--- config.mk ---
export PLATFORM = sky130hd
export DESIGN_NAME = serial_frame_rx
export DESIGN_NICKNAME = d
export VERILOG_FILES = /design/src/rtl/serial_frame_rx.sv
export SDC_FILE = /design/constraint.sdc
export NUM_CORES = 1
export LEC_CHECK = 0
export BUFFER_PORTS_ARGS = -buffer_cell sky130_fd_sc_hd__buf_2
export CAP_MARGIN = 0
export CELL_PAD_IN_SITES_DETAIL_PLACEMENT = 1
export CELL_PAD_IN_SITES_GLOBAL_PLACEMENT = 1
export CORE_MARGIN = 2
export CORE_UTILIZATION = 46
export CTS_CLUSTER_SIZE = 10
export DETAILED_ROUTE_END_ITERATION = 6
export GPL_TIMING_DRIVEN = 0
export PLACE_DENSITY_LB_ADDON = 0.1
export SLEW_MARGIN = 20
export SYNTH_ARGS = -nofsm -noshare
export SYNTH_HDL_FRONTEND = slang
export SYNTH_SLANG_ARGS = --single-unit
--- constraint.sdc ---
create_clock -name I_clk -period 2.1 [get_ports I_clk]
set_input_delay 0.42 -clock I_clk [delete_from_list [all_inputs] [get_ports I_clk]]
set_output_delay 0.42 -clock I_clk [all_outputs]
set_load 0.02 [all_outputs]
--- src/rtl/serial_frame_rx.sv ---
// Serial frame receiver: hunts for SYNC_WORD, deserializes FRAME_LEN words per frame and
// holds lock with a LOCK_MISS-deep flywheel. Optional per-word even parity via SFR_PARITY_EN.
module serial_frame_rx #(
    parameter int              DATA_W    = 8,
    parameter logic [DATA_W-1:0] SYNC_WORD = 8'hA5,
    parameter int              FRAME_LEN = 4,
    parameter int              LOCK_MISS = 2
) (
    input  logic              I_clk,
    input  logic              I_rst_n,
    input  logic              I_data_in,
    input  logic              I_data_vld,
    output logic [DATA_W-1:0] O_data,
    output logic              O_data_vld,
    output logic              O_sof,
    output logic              O_eof,
    output logic              O_locked,
`ifdef SFR_PARITY_EN
    output logic              O_par_err,
`endif
    output logic              O_sync_err
);

`ifdef SFR_PARITY_EN
    localparam int PAY_BITS = DATA_W + 1;
    localparam int SR_W     = DATA_W;     // full word kept while the parity bit arrives
`else
    localparam int PAY_BITS = DATA_W;
    localparam int SR_W     = DATA_W - 1;
`endif
    localparam int CW = $clog2(DATA_W + 2);
    localparam int WW = (FRAME_LEN > 1) ? $clog2(FRAME_LEN) : 1;
    localparam int MW = $clog2(LOCK_MISS + 1);

    typedef enum logic [1:0] {HUNT, PAYLOAD, CHECK} state_t;

    state_t            state_reg, state_next;
    logic [SR_W-1:0]   sr_reg, sr_next;
    logic [CW-1:0]     fill_cnt_reg, fill_cnt_next;
    logic [CW-1:0]     bit_cnt_reg, bit_cnt_next;
    logic [WW-1:0]     word_cnt_reg, word_cnt_next;
    logic [MW-1:0]     miss_cnt_reg, miss_cnt_next;
    logic [DATA_W-1:0] data_reg, data_next;
    logic              data_vld_reg, data_vld_next;
    logic              sof_reg, sof_next;
    logic              eof_reg, eof_next;
    logic              locked_reg, locked_next;
    logic              sync_err_reg, sync_err_next;
    logic              par_err_reg, par_err_next;
    logic [DATA_W-1:0] sample_word;
    logic [MW-1:0]     miss_inc;

    assign sample_word = {sr_reg[DATA_W-2:0], I_data_in};
    assign miss_inc    = miss_cnt_reg + MW'(1);

    always_ff @(posedge I_clk or negedge I_rst_n) begin
        if (!I_rst_n) begin
            state_reg    <= HUNT;
            sr_reg       <= '0;
            fill_cnt_reg <= '0;
            bit_cnt_reg  <= '0;
            word_cnt_reg <= '0;
            miss_cnt_reg <= '0;
            data_reg     <= '0;
            data_vld_reg <= 1'b0;
            sof_reg      <= 1'b0;
            eof_reg      <= 1'b0;
            locked_reg   <= 1'b0;
            sync_err_reg <= 1'b0;
            par_err_reg  <= 1'b0;
        end else begin
            state_reg    <= state_next;
            sr_reg       <= sr_next;
            fill_cnt_reg <= fill_cnt_next;
            bit_cnt_reg  <= bit_cnt_next;
            word_cnt_reg <= word_cnt_next;
            miss_cnt_reg <= miss_cnt_next;
            data_reg     <= data_next;
            data_vld_reg <= data_vld_next;
            sof_reg      <= sof_next;
            eof_reg      <= eof_next;
            locked_reg   <= locked_next;
            sync_err_reg <= sync_err_next;
            par_err_reg  <= par_err_next;
        end
    end

    always_comb begin
        state_next    = state_reg;
        sr_next       = sr_reg;
        fill_cnt_next = fill_cnt_reg;
        bit_cnt_next  = bit_cnt_reg;
        word_cnt_next = word_cnt_reg;
        miss_cnt_next = miss_cnt_reg;
        data_next     = data_reg;
        data_vld_next = 1'b0;
        sof_next      = 1'b0;
        eof_next      = 1'b0;
        locked_next   = locked_reg;
        sync_err_next = 1'b0;
        par_err_next  = 1'b0;
        // Everything advances only on sampled bits; otherwise state fully holds.
        if (I_data_vld) begin
            sr_next = sample_word[SR_W-1:0];
            case (state_reg)
                HUNT: begin
                    if (fill_cnt_reg >= CW'(DATA_W - 1) && sample_word == SYNC_WORD) begin
                        state_next    = PAYLOAD;
                        locked_next   = 1'b1;
                        bit_cnt_next  = '0;
                        word_cnt_next = '0;
                        miss_cnt_next = '0;
                    end else if (fill_cnt_reg < CW'(DATA_W)) begin
                        fill_cnt_next = fill_cnt_reg + CW'(1);
                    end
                end
                PAYLOAD: begin
                    if (bit_cnt_reg == CW'(PAY_BITS - 1)) begin
                        bit_cnt_next  = '0;
                        data_vld_next = 1'b1;
`ifdef SFR_PARITY_EN
                        data_next     = sr_reg;
                        par_err_next  = (^sr_reg) ^ I_data_in;
`else
                        data_next     = sample_word;
`endif
                        sof_next      = (word_cnt_reg == '0);
                        eof_next      = (word_cnt_reg == WW'(FRAME_LEN - 1));
                        if (word_cnt_reg == WW'(FRAME_LEN - 1)) begin
                            word_cnt_next = '0;
                            state_next    = CHECK;
                        end else begin
                            word_cnt_next = word_cnt_reg + WW'(1);
                        end
                    end else begin
                        bit_cnt_next = bit_cnt_reg + CW'(1);
                    end
                end
                CHECK: begin
                    if (bit_cnt_reg == CW'(DATA_W - 1)) begin
                        bit_cnt_next = '0;
                        if (sample_word == SYNC_WORD) begin
                            miss_cnt_next = '0;
                            state_next    = PAYLOAD;
                        end else begin
                            sync_err_next = 1'b1;
                            if (miss_inc == MW'(LOCK_MISS)) begin
                                state_next    = HUNT;
                                locked_next   = 1'b0;
                                fill_cnt_next = '0;
                                miss_cnt_next = '0;
                            end else begin
                                miss_cnt_next = miss_inc;
                                state_next    = PAYLOAD;
                            end
                        end
                    end else begin
                        bit_cnt_next = bit_cnt_reg + CW'(1);
                    end
                end
                default: state_next = HUNT;
            endcase
        end
    end

    assign O_data     = data_reg;
    assign O_data_vld = data_vld_reg;
    assign O_sof      = sof_reg;
    assign O_eof      = eof_reg;
    assign O_locked   = locked_reg;
    assign O_sync_err = sync_err_reg;
`ifdef SFR_PARITY_EN
    assign O_par_err  = par_err_reg;
`else
    logic unused_par;
    assign unused_par = par_err_reg;
`endif

endmodule
==> results of run 1 <==
layer usage:
layer	track usage	wire length [um]
met5	0	0
met4	0.0893	61
met3	0.0528	147
met2	0.369	2010
met1	0.252	1810
cell usage in the layout, fill, tap and decap left out, types with 3 or more instances in the layout:
cell type   n
buf_2      19
ha_1        8
a21oi_1     4
dfrtp_1    34
nand3_1     5
clkbuf_8    5
mux2_2      7
nand2_1    32
nor2_1      3
and3_1      3
mux2_4      3
inv_1      10
stage by stage:
stage / util / instances / worst slack (ns) / power [W] / cell area (um2)
3_3_place_gp: 0.522 / 228 / 0.263 / 0.00197 / 1930
4_1_cts: 0.551 / 236 / 0.205 / 0.00267 / 2030
2_1_floorplan: - / 164 / 0.442 / 0.00176 / 1790
5_1_grt: 0.551 / 236 / 0.128 / 0.00281 / 2030
6_report: 0.551 / 236 / 0.207 / 0.00264 / 2030
3_5_place_dp: 0.522 / 228 / 0.221 / 0.00207 / 1930
cell type report:
type,instances,share of cell area
plain buffers,6,0.0203
well taps,48,0.0296
clock buffers,7,0.0376
multi-input cells,113,0.419
inverters,11,0.0203
flip-flops and latches,34,0.419
clock inverters,1,0.0148
repair buffers,16,0.0394
critical path: cells and delay by family, from the launching register on:
family / cells / cell delay [ns]
multiplexers: 1 / 0.33
adder cells (fa/ha/maj): 1 / 0.25
AO/OA/AOI/OAI: 2 / 0.43
flip-flops: 1 / 0.39
AND/OR/NAND/NOR: 1 / 0.38
where the power goes:
part           total, W  switching (W)  internal, W
combinational   0.00101       0.000558     0.000457
clock          0.000600       0.000245     0.000355
sequential      0.00103       0.000176     0.000851
cells by family (layout without fill, tap and decap cells):
| group | count (synthesis) | count (layout) |
|---|---|---|
| fa+ha+maj | 8 | 8 |
| mux | 12 | 12 |
| buf+inv | 17 | 41 |
| simple gates | 64 | 64 |
| flops | 34 | 34 |
| compound gates | 29 | 29 |
worst max-delay path by stage:
stage / startpoint / endpoint / depth (start not counted)
after detailed placement: bit_cnt_reg[0] / fill_cnt_reg[1] / 5
after floorplan: bit_cnt_reg[0] / fill_cnt_reg[0] / 5
after CTS: bit_cnt_reg[0] / fill_cnt_reg[1] / 5
final: bit_cnt_reg[0] / fill_cnt_reg[1] / 5
after global placement: bit_cnt_reg[0] / fill_cnt_reg[1] / 5
after global routing: bit_cnt_reg[0] / fill_cnt_reg[0] / 5
==> flow_summary.toml, run 1 <==
[clocking]
postCtsResizedCells = 0
clock_tree.buffer_depth = 2
cts.htree.levels = 2
post_cts_buffers = 0
cts.sinks = 34
cts_hold_buf = 0
cts_made_buffers = 5
root_buffer = "clkbuf_8"
clkTransAtPathRegs_ns = 0.07
cts_tree = "yes"
clock_latency_ns = 0.29

[setup_path]
reg2regPathDepth = 5
path_cells = "ha_1 -> and4b_1 -> o2111ai_4 -> a22oi_4 -> mux2_4"
worstPathArrival_ns = 2.07
critical-path-slowest-cell = "dfrtp_1"
cp_data_required_time_ns = 2.27
reg2reg_from = "bit_cnt_reg[0]"
max_stage_delay_ns = 0.39
reg2reg_to = "fill_cnt_reg[1]"
crit_path_end_kind = "flop"
r2r_setup_slack_ns = 0.21
crit_type = "flop to flop"
cp-start-kind = "flop"
cp_max_fo = 6

[layout]
multi_input_area_um2 = 852
seqCellArea_um2 = 851
n_fill_cell = 412
largest_reg_flops = 8
num-nets-final = 199
area_growth_syn_to_layout_pct = 13.8
antenna_cells = 0
layout-drive-gt1-share = 0.255

[sta]
post-route-period-util = 0.901
setup_viol = 0
max_freq_mhz = 528
finClkSkew_ns = 0.00381
slew_viol_final = 0
final-hold-violation-count = 0
slew-limit-headroom = 0.488
worstMarginPinSlew_ns = 0.768
rsz0062_at_grt = "false"
hold_slack_ns = 0.204
period_needed_ns = 1.89
final.setup.tns_ns = 0

[floorplan]
core_um2 = 3690
die_area_um2 = 4400
start_util = 0.484
io_pins = 17
rows = 22
chipHeight_um = 66.3
dieWidth_um = 66.3

[yosys]
synthesis.nets = 176
yosysUniqueCellTypes = 48
ys_top_cells_by_count = "34 x dfrtp_1, 32 x nand2_1, 10 x inv_1"
synth-seq-cells = 34
synth_top_area_frac = 0.477
yosysSeqAreaShare = 0.477
synth.most_common_cell = "dfrtp_1"
synthAdderAreaFrac = 0.0561
synth-xor-area-share = 0
async_flop_share = 1.00
syn_inst = 164
synth_edf_count = 0
avgSynthCellArea_um2 = 10.9
synth_top_area_cell = "dfrtp_1"
yosysWarnings = 0
synth_compound_area_frac = 0.142
synth_area_leaders = "dfrtp_1 48%, nand2_1 6.7%, ha_1 5.6%"
yosys.area_share.simple = 0.199
yosys-mux-area-fraction = 0.0806
ys.flop_type = "dfrtp_1"
syn_area_um2 = 1790
synth_top_family_by_area = "simple AND/OR/NAND/NOR gates"

[worst_hold_path]
min_path_type = "primary input to async pin"

[grt]
grt_pass1_vias = 1434
grt_pass1_wl_um = 6950
grt_use_total = 0.214
grt_max_degree = 35
antenna_found_initial = 0
gr-total-overflow = 0

[pwr]
ir_drop_mv = 0.604
power_density_nw_per_um2 = 1300
p_leak_nw = 0.987

[place]
io_buffers = 16
dpl.hpwl_um = 3020
gp_congestion = 0.803

[routing]
drcViolationCount = 0
wl_per_cell_um = 17.1
dr_total_vias = 1320
first_pass_iters = 4
viasPerCell = 5.59
antenna_left = 0
drt_iter0_drc = 69
wl_um = 4030

[run]
drv_cap = 0

[run_status]
status = "finished, final reports clean"
Power figures use the tool's default switching activity.
==> run 2, diff against run 1 <==
--- a/config.mk
+++ b/config.mk
@@ -10,7 +10,7 @@
 export CELL_PAD_IN_SITES_DETAIL_PLACEMENT = 1
 export CELL_PAD_IN_SITES_GLOBAL_PLACEMENT = 1
 export CORE_MARGIN = 2
-export CORE_UTILIZATION = 46
+export CORE_UTILIZATION = 42
 export CTS_CLUSTER_SIZE = 10
 export DETAILED_ROUTE_END_ITERATION = 6
 export GPL_TIMING_DRIVEN = 0
==> constraint.sdc (replaced) <==
create_clock -name I_clk -period 1.7 [get_ports I_clk]
set_input_delay 0.34 -clock I_clk [delete_from_list [all_inputs] [get_ports I_clk]]
set_output_delay 0.34 -clock I_clk [all_outputs]
set_load 0.02 [all_outputs]
==> flow_summary.toml, run 2 (same netlist as run 1, synthesis figures left out) <==
[setup_path]
max_stage_delay_ns = 0.42
cp-start-kind = "flop"
reg2reg_from = "bit_cnt_reg[1]"
worstPathArrival_ns = 1.88
path_cells = "ha_4 -> and4b_2 -> o2111ai_4 -> a22oi_4 -> mux2_4"
critical-path-slowest-cell = "dfrtp_1"
crit_type = "flop to flop"
reg2regPathDepth = 5
r2r_setup_slack_ns = -0.01
cp_data_required_time_ns = 1.87
cp_max_fo = 4
reg2reg_to = "fill_cnt_reg[0]"
crit_path_end_kind = "flop"

[clocking]
clkTransAtPathRegs_ns = 0.07
clock_latency_ns = 0.29
clock_tree.buffer_depth = 2
cts_made_buffers = 5
cts_tree = "yes"
cts_hold_buf = 0
cts.sinks = 34
cts.htree.levels = 2
root_buffer = "clkbuf_8"

[routing]
first_pass_iters = 4
dr_total_vias = 1372
viasPerCell = 5.47
drt_iter0_drc = 46
wl_um = 4330
drcViolationCount = 0
wl_per_cell_um = 17.2
antenna_left = 0

[worst_hold_path]
min_path_type = "primary input to async pin"

[floorplan]
chipHeight_um = 69.2
io_pins = 17
die_area_um2 = 4790
dieWidth_um = 69.2
core_um2 = 4060
rows = 23
start_util = 0.440

[place]
dp.cells = 230
gp_congestion = 0.772
dpl.hpwl_um = 2930
io_buffers = 16
dp_worst_setup_slack_ns = -0.166

[grt]
antenna_found_initial = 0
grt_max_degree = 35
grt_pass1_vias = 1492
grt_use_total = 0.199
gr-total-overflow = 0
grt_pass1_wl_um = 7530

[layout]
largest_reg_flops = 8
seqCellArea_um2 = 851
final_common_cell = "dfrtp_1"
final_cells = 251
n_fill_cell = 467
layout_common_cells = "34 x dfrtp_1, 31 x nand2_1, 19 x buf_2"
area_growth_syn_to_layout_pct = 21.4
final_util = 0.534
num-nets-final = 212
antenna_cells = 0
layout-drive-gt1-share = 0.363
multi_input_area_um2 = 903

[sta]
setup_viol = 3
rsz0062_at_grt = "true"
hold_slack_ns = 0.127
finClkSkew_ns = 0.00976
max_freq_mhz = 584
slew-limit-headroom = 0.482
period_needed_ns = 1.71
final-hold-violation-count = 0
worstMarginPinSlew_ns = 0.778
final.setup.tns_ns = -0.0283
post-route-period-util = 1.01
slew_viol_final = 0
setup_ws_ns = -0.0116

[run_status]
status = "finished, violations left"
violations = "setup timing"

[pwr]
ir_drop_mv = 0.678
power_density_nw_per_um2 = 1560
p_leak_nw = 1.04

[run]
drv_cap = 0
-- run 2: cell count changes in the layout (fill, tap and decap cells not counted), sizes merged --
cell	change
buf	+12
bufinv	-1
clkbuf	+1
clkinv	+1
-- run 2: power by group --
part | switching [W] | internal (W)
sequential | 0.000217 | 0.00105
combinational | 0.000759 | 0.000736
clock | 0.000297 | 0.000327
total | 0.00127 | 0.00211
-- run 2: how the worst max path moves through the flow --
stage / slack, ns / end / startpoint / depth (start not counted)
detailed placement: -0.17 / fill_cnt_reg[0] / bit_cnt_reg[0] / 5
CTS: 0.0002 / fill_cnt_reg[0] / bit_cnt_reg[1] / 5
global placement: -0.15 / fill_cnt_reg[0] / bit_cnt_reg[0] / 5
global route: -0.08 / fill_cnt_reg[0] / bit_cnt_reg[1] / 5
floorplan: 0.04 / fill_cnt_reg[0] / bit_cnt_reg[0] / 5
finish: -0.01 / fill_cnt_reg[0] / bit_cnt_reg[1] / 5
-- run 2: area by class of cell --
type / instances / area share
multi-input cells: 113 / 0.417
flip-flops and latches: 34 / 0.392
repair buffers: 29 / 0.0808
clock buffers: 7 / 0.0398
well taps: 50 / 0.0289
plain buffers: 6 / 0.0202
inverters: 11 / 0.0190
clock inverters: 1 / 0.00231
-- run 2: worst max-delay path: cells and delay by family, from the launching register on --
family / cells / cell delay, ns
DFF: 1 / 0.42
AOI/OAI and AO/OA: 2 / 0.39
muxes: 1 / 0.32
and+or+nand+nor: 1 / 0.30
adders and majority gates: 1 / 0.16
-- run 2: routing by layer --
layer / global-route usage / wire, um / up-vias
met5: 0 / 0 / -
met4: 0.0850 / 95 / 0
met3: 0.0422 / 118 / 8
met2: 0.339 / 2170 / 21
met1: 0.244 / 1940 / 684
li1: - / - / 659
-- run 2: per-stage QoR --
stage / power, W / area [um2]
floorplan: 0.00218 / 1790
detailed placement: 0.00254 / 1930
global placement: 0.00244 / 1930
CTS: 0.00328 / 2100
global route: 0.00365 / 2170
finish: 0.00339 / 2170
-- run 2: what timing repair did --
action,in CTS,in global routing
setup buffers,6,6
endpoints found under the setup margin,8,12
pin swaps,3,6
gates cloned,0,1
resized for setup,10,6
==> run 3, diff against run 2 <==
--- a/config.mk
+++ b/config.mk
@@ -10,7 +10,7 @@
 export CELL_PAD_IN_SITES_DETAIL_PLACEMENT = 1
 export CELL_PAD_IN_SITES_GLOBAL_PLACEMENT = 1
 export CORE_MARGIN = 2
-export CORE_UTILIZATION = 42
+export CORE_UTILIZATION = 50
 export CTS_CLUSTER_SIZE = 10
 export DETAILED_ROUTE_END_ITERATION = 6
 export GPL_TIMING_DRIVEN = 0
==> constraint.sdc (replaced) <==
create_clock -name I_clk -period 2.17 [get_ports I_clk]
set_input_delay 0.434 -clock I_clk [delete_from_list [all_inputs] [get_ports I_clk]]
set_output_delay 0.434 -clock I_clk [all_outputs]
set_load 0.02 [all_outputs]
==> flow_summary.toml, run 3 (same netlist as run 1, synthesis figures left out) <==
[run_status]
status = "finished, final reports clean"

[routing]
drcViolationCount = 0
dr_total_vias = 1302
first_pass_iters = 4
wl_um = 3680
viasPerCell = 5.56
wl_per_cell_um = 15.7
drt_iter0_drc = 49
antenna_left = 0

[clocking]
clock_latency_ns = 0.34
post_cts_buffers = 0
clkTransAtPathRegs_ns = 0.10
postCtsResizedCells = 0
cts.htree.levels = 2
cts.sinks = 34
cts_tree = "yes"
root_buffer = "clkbuf_4"
cts_made_buffers = 5
cts_hold_buf = 0
clock_tree.buffer_depth = 2

[layout]
largest_reg_flops = 8
layout-drive-gt1-share = 0.261
final_common_cell = "dfrtp_1"
num-nets-final = 199
layout_common_cells = "34 x dfrtp_1, 32 x nand2_1, 19 x buf_2"
n_fill_cell = 388
area_growth_syn_to_layout_pct = 11.1
antenna_cells = 0

[sta]
final.setup.tns_ns = 0
slew_viol_final = 0
slew-limit-headroom = 0.506
max_freq_mhz = 537
rsz0062_at_grt = "false"
worstMarginPinSlew_ns = 0.741
setup_ws_ns = 0.309
finClkSkew_ns = 0.00868
post-route-period-util = 0.858
period_needed_ns = 1.86
setup_viol = 0
final-hold-violation-count = 0

[grt]
grt_use_total = 0.213
grt_pass1_wl_um = 6600
antenna_found_initial = 0
grt_max_degree = 35
gr-total-overflow = 0
grt_pass1_vias = 1409

[pwr]
ir_drop_mv = 0.606
p_leak_nw = 0.970
power_density_nw_per_um2 = 1170

[setup_path]
worstPathArrival_ns = 2.10
cp_data_required_time_ns = 2.40
cp-start-kind = "flop"
crit_path_end_kind = "flop"
critical-path-slowest-cell = "dfrtp_1"
crit_type = "flop to flop"
cp_top_family = "compound AO/OA/AOI/OAI gates"
crit_buf_inv = 0
cp_max_fo = 6
max_stage_delay_ns = 0.40
path_cells = "ha_1 -> and4b_1 -> o2111ai_4 -> a22oi_4 -> mux2_4"

[place]
gp_congestion = 0.763
dp_worst_setup_slack_ns = 0.317
io_buffers = 16
dpl.hpwl_um = 2720

[worst_hold_path]
min_path_type = "primary input to async pin"

[floorplan]
io_pins = 17
rows = 21
start_util = 0.527
core_um2 = 3390
chipHeight_um = 63.8
dieWidth_um = 63.8
die_area_um2 = 4060

[run]
drv_cap = 0
## run 3: metal layers
layer | routed length, um | vias up | GRT usage
met1 | 1630 | 651 | 0.259
met4 | 56 | 0 | 0.0652
met2 | 1890 | 16 | 0.366
met5 | 0 | - | 0
li1 | - | 630 | -
met3 | 108 | 5 | 0.0616
## run 3: stage by stage
stage,total power (W),hold slack [ns],cells,util,cell area (um2)
floorplan,0.00170,0.138,164,-,1790
global placement,0.00190,0.452,226,0.567,1920
detailed placement,0.00197,0.458,226,0.567,1920
CTS,0.00234,0.173,234,0.585,1980
global route,0.00251,0.187,234,0.585,1980
finish,0.00231,0.147,234,0.585,1980
## run 3: area by class of cell
class | count | area [um2] | share of cell area
Buffer | 6 | 41.3 | 0.0208
Clock buffer | 7 | 55.1 | 0.0278
Clock inverter | 1 | 5.00 | 0.00252
Inverter | 11 | 41.3 | 0.0208
Multi-Input combinational cell | 113 | 852 | 0.430
Sequential cell | 34 | 851 | 0.429
Tap cell | 46 | 57.6 | 0.0290
Timing Repair Buffer | 16 | 80.1 | 0.0404
## run 3: final timing paths
check,slack [ns],to,startpoint,depth (start not counted)
setup / recovery,0.31,fill_cnt_reg[1],bit_cnt_reg[0],5
hold / removal,0.15,sr_reg[3],I_rst_n,1
setup reg to reg,0.31,fill_cnt_reg[1],bit_cnt_reg[0],5
hold reg to reg,0.48,O_data[0],O_data[0],2
max in group asynchronous,1.55,bit_cnt_reg[2],I_rst_n,1
min in group I_clk,0.33,O_data[0],I_data_in,3
## run 3: power breakdown
part	internal (W)	leakage (nW)	switching [W]	total (W)
clock network	0.000157	0.0353	0.000210	0.000366
logic	0.000441	0.505	0.000519	0.000960
registers	0.000822	0.430	0.000163	0.000985
total	0.00142	0.970	0.000892	0.00231
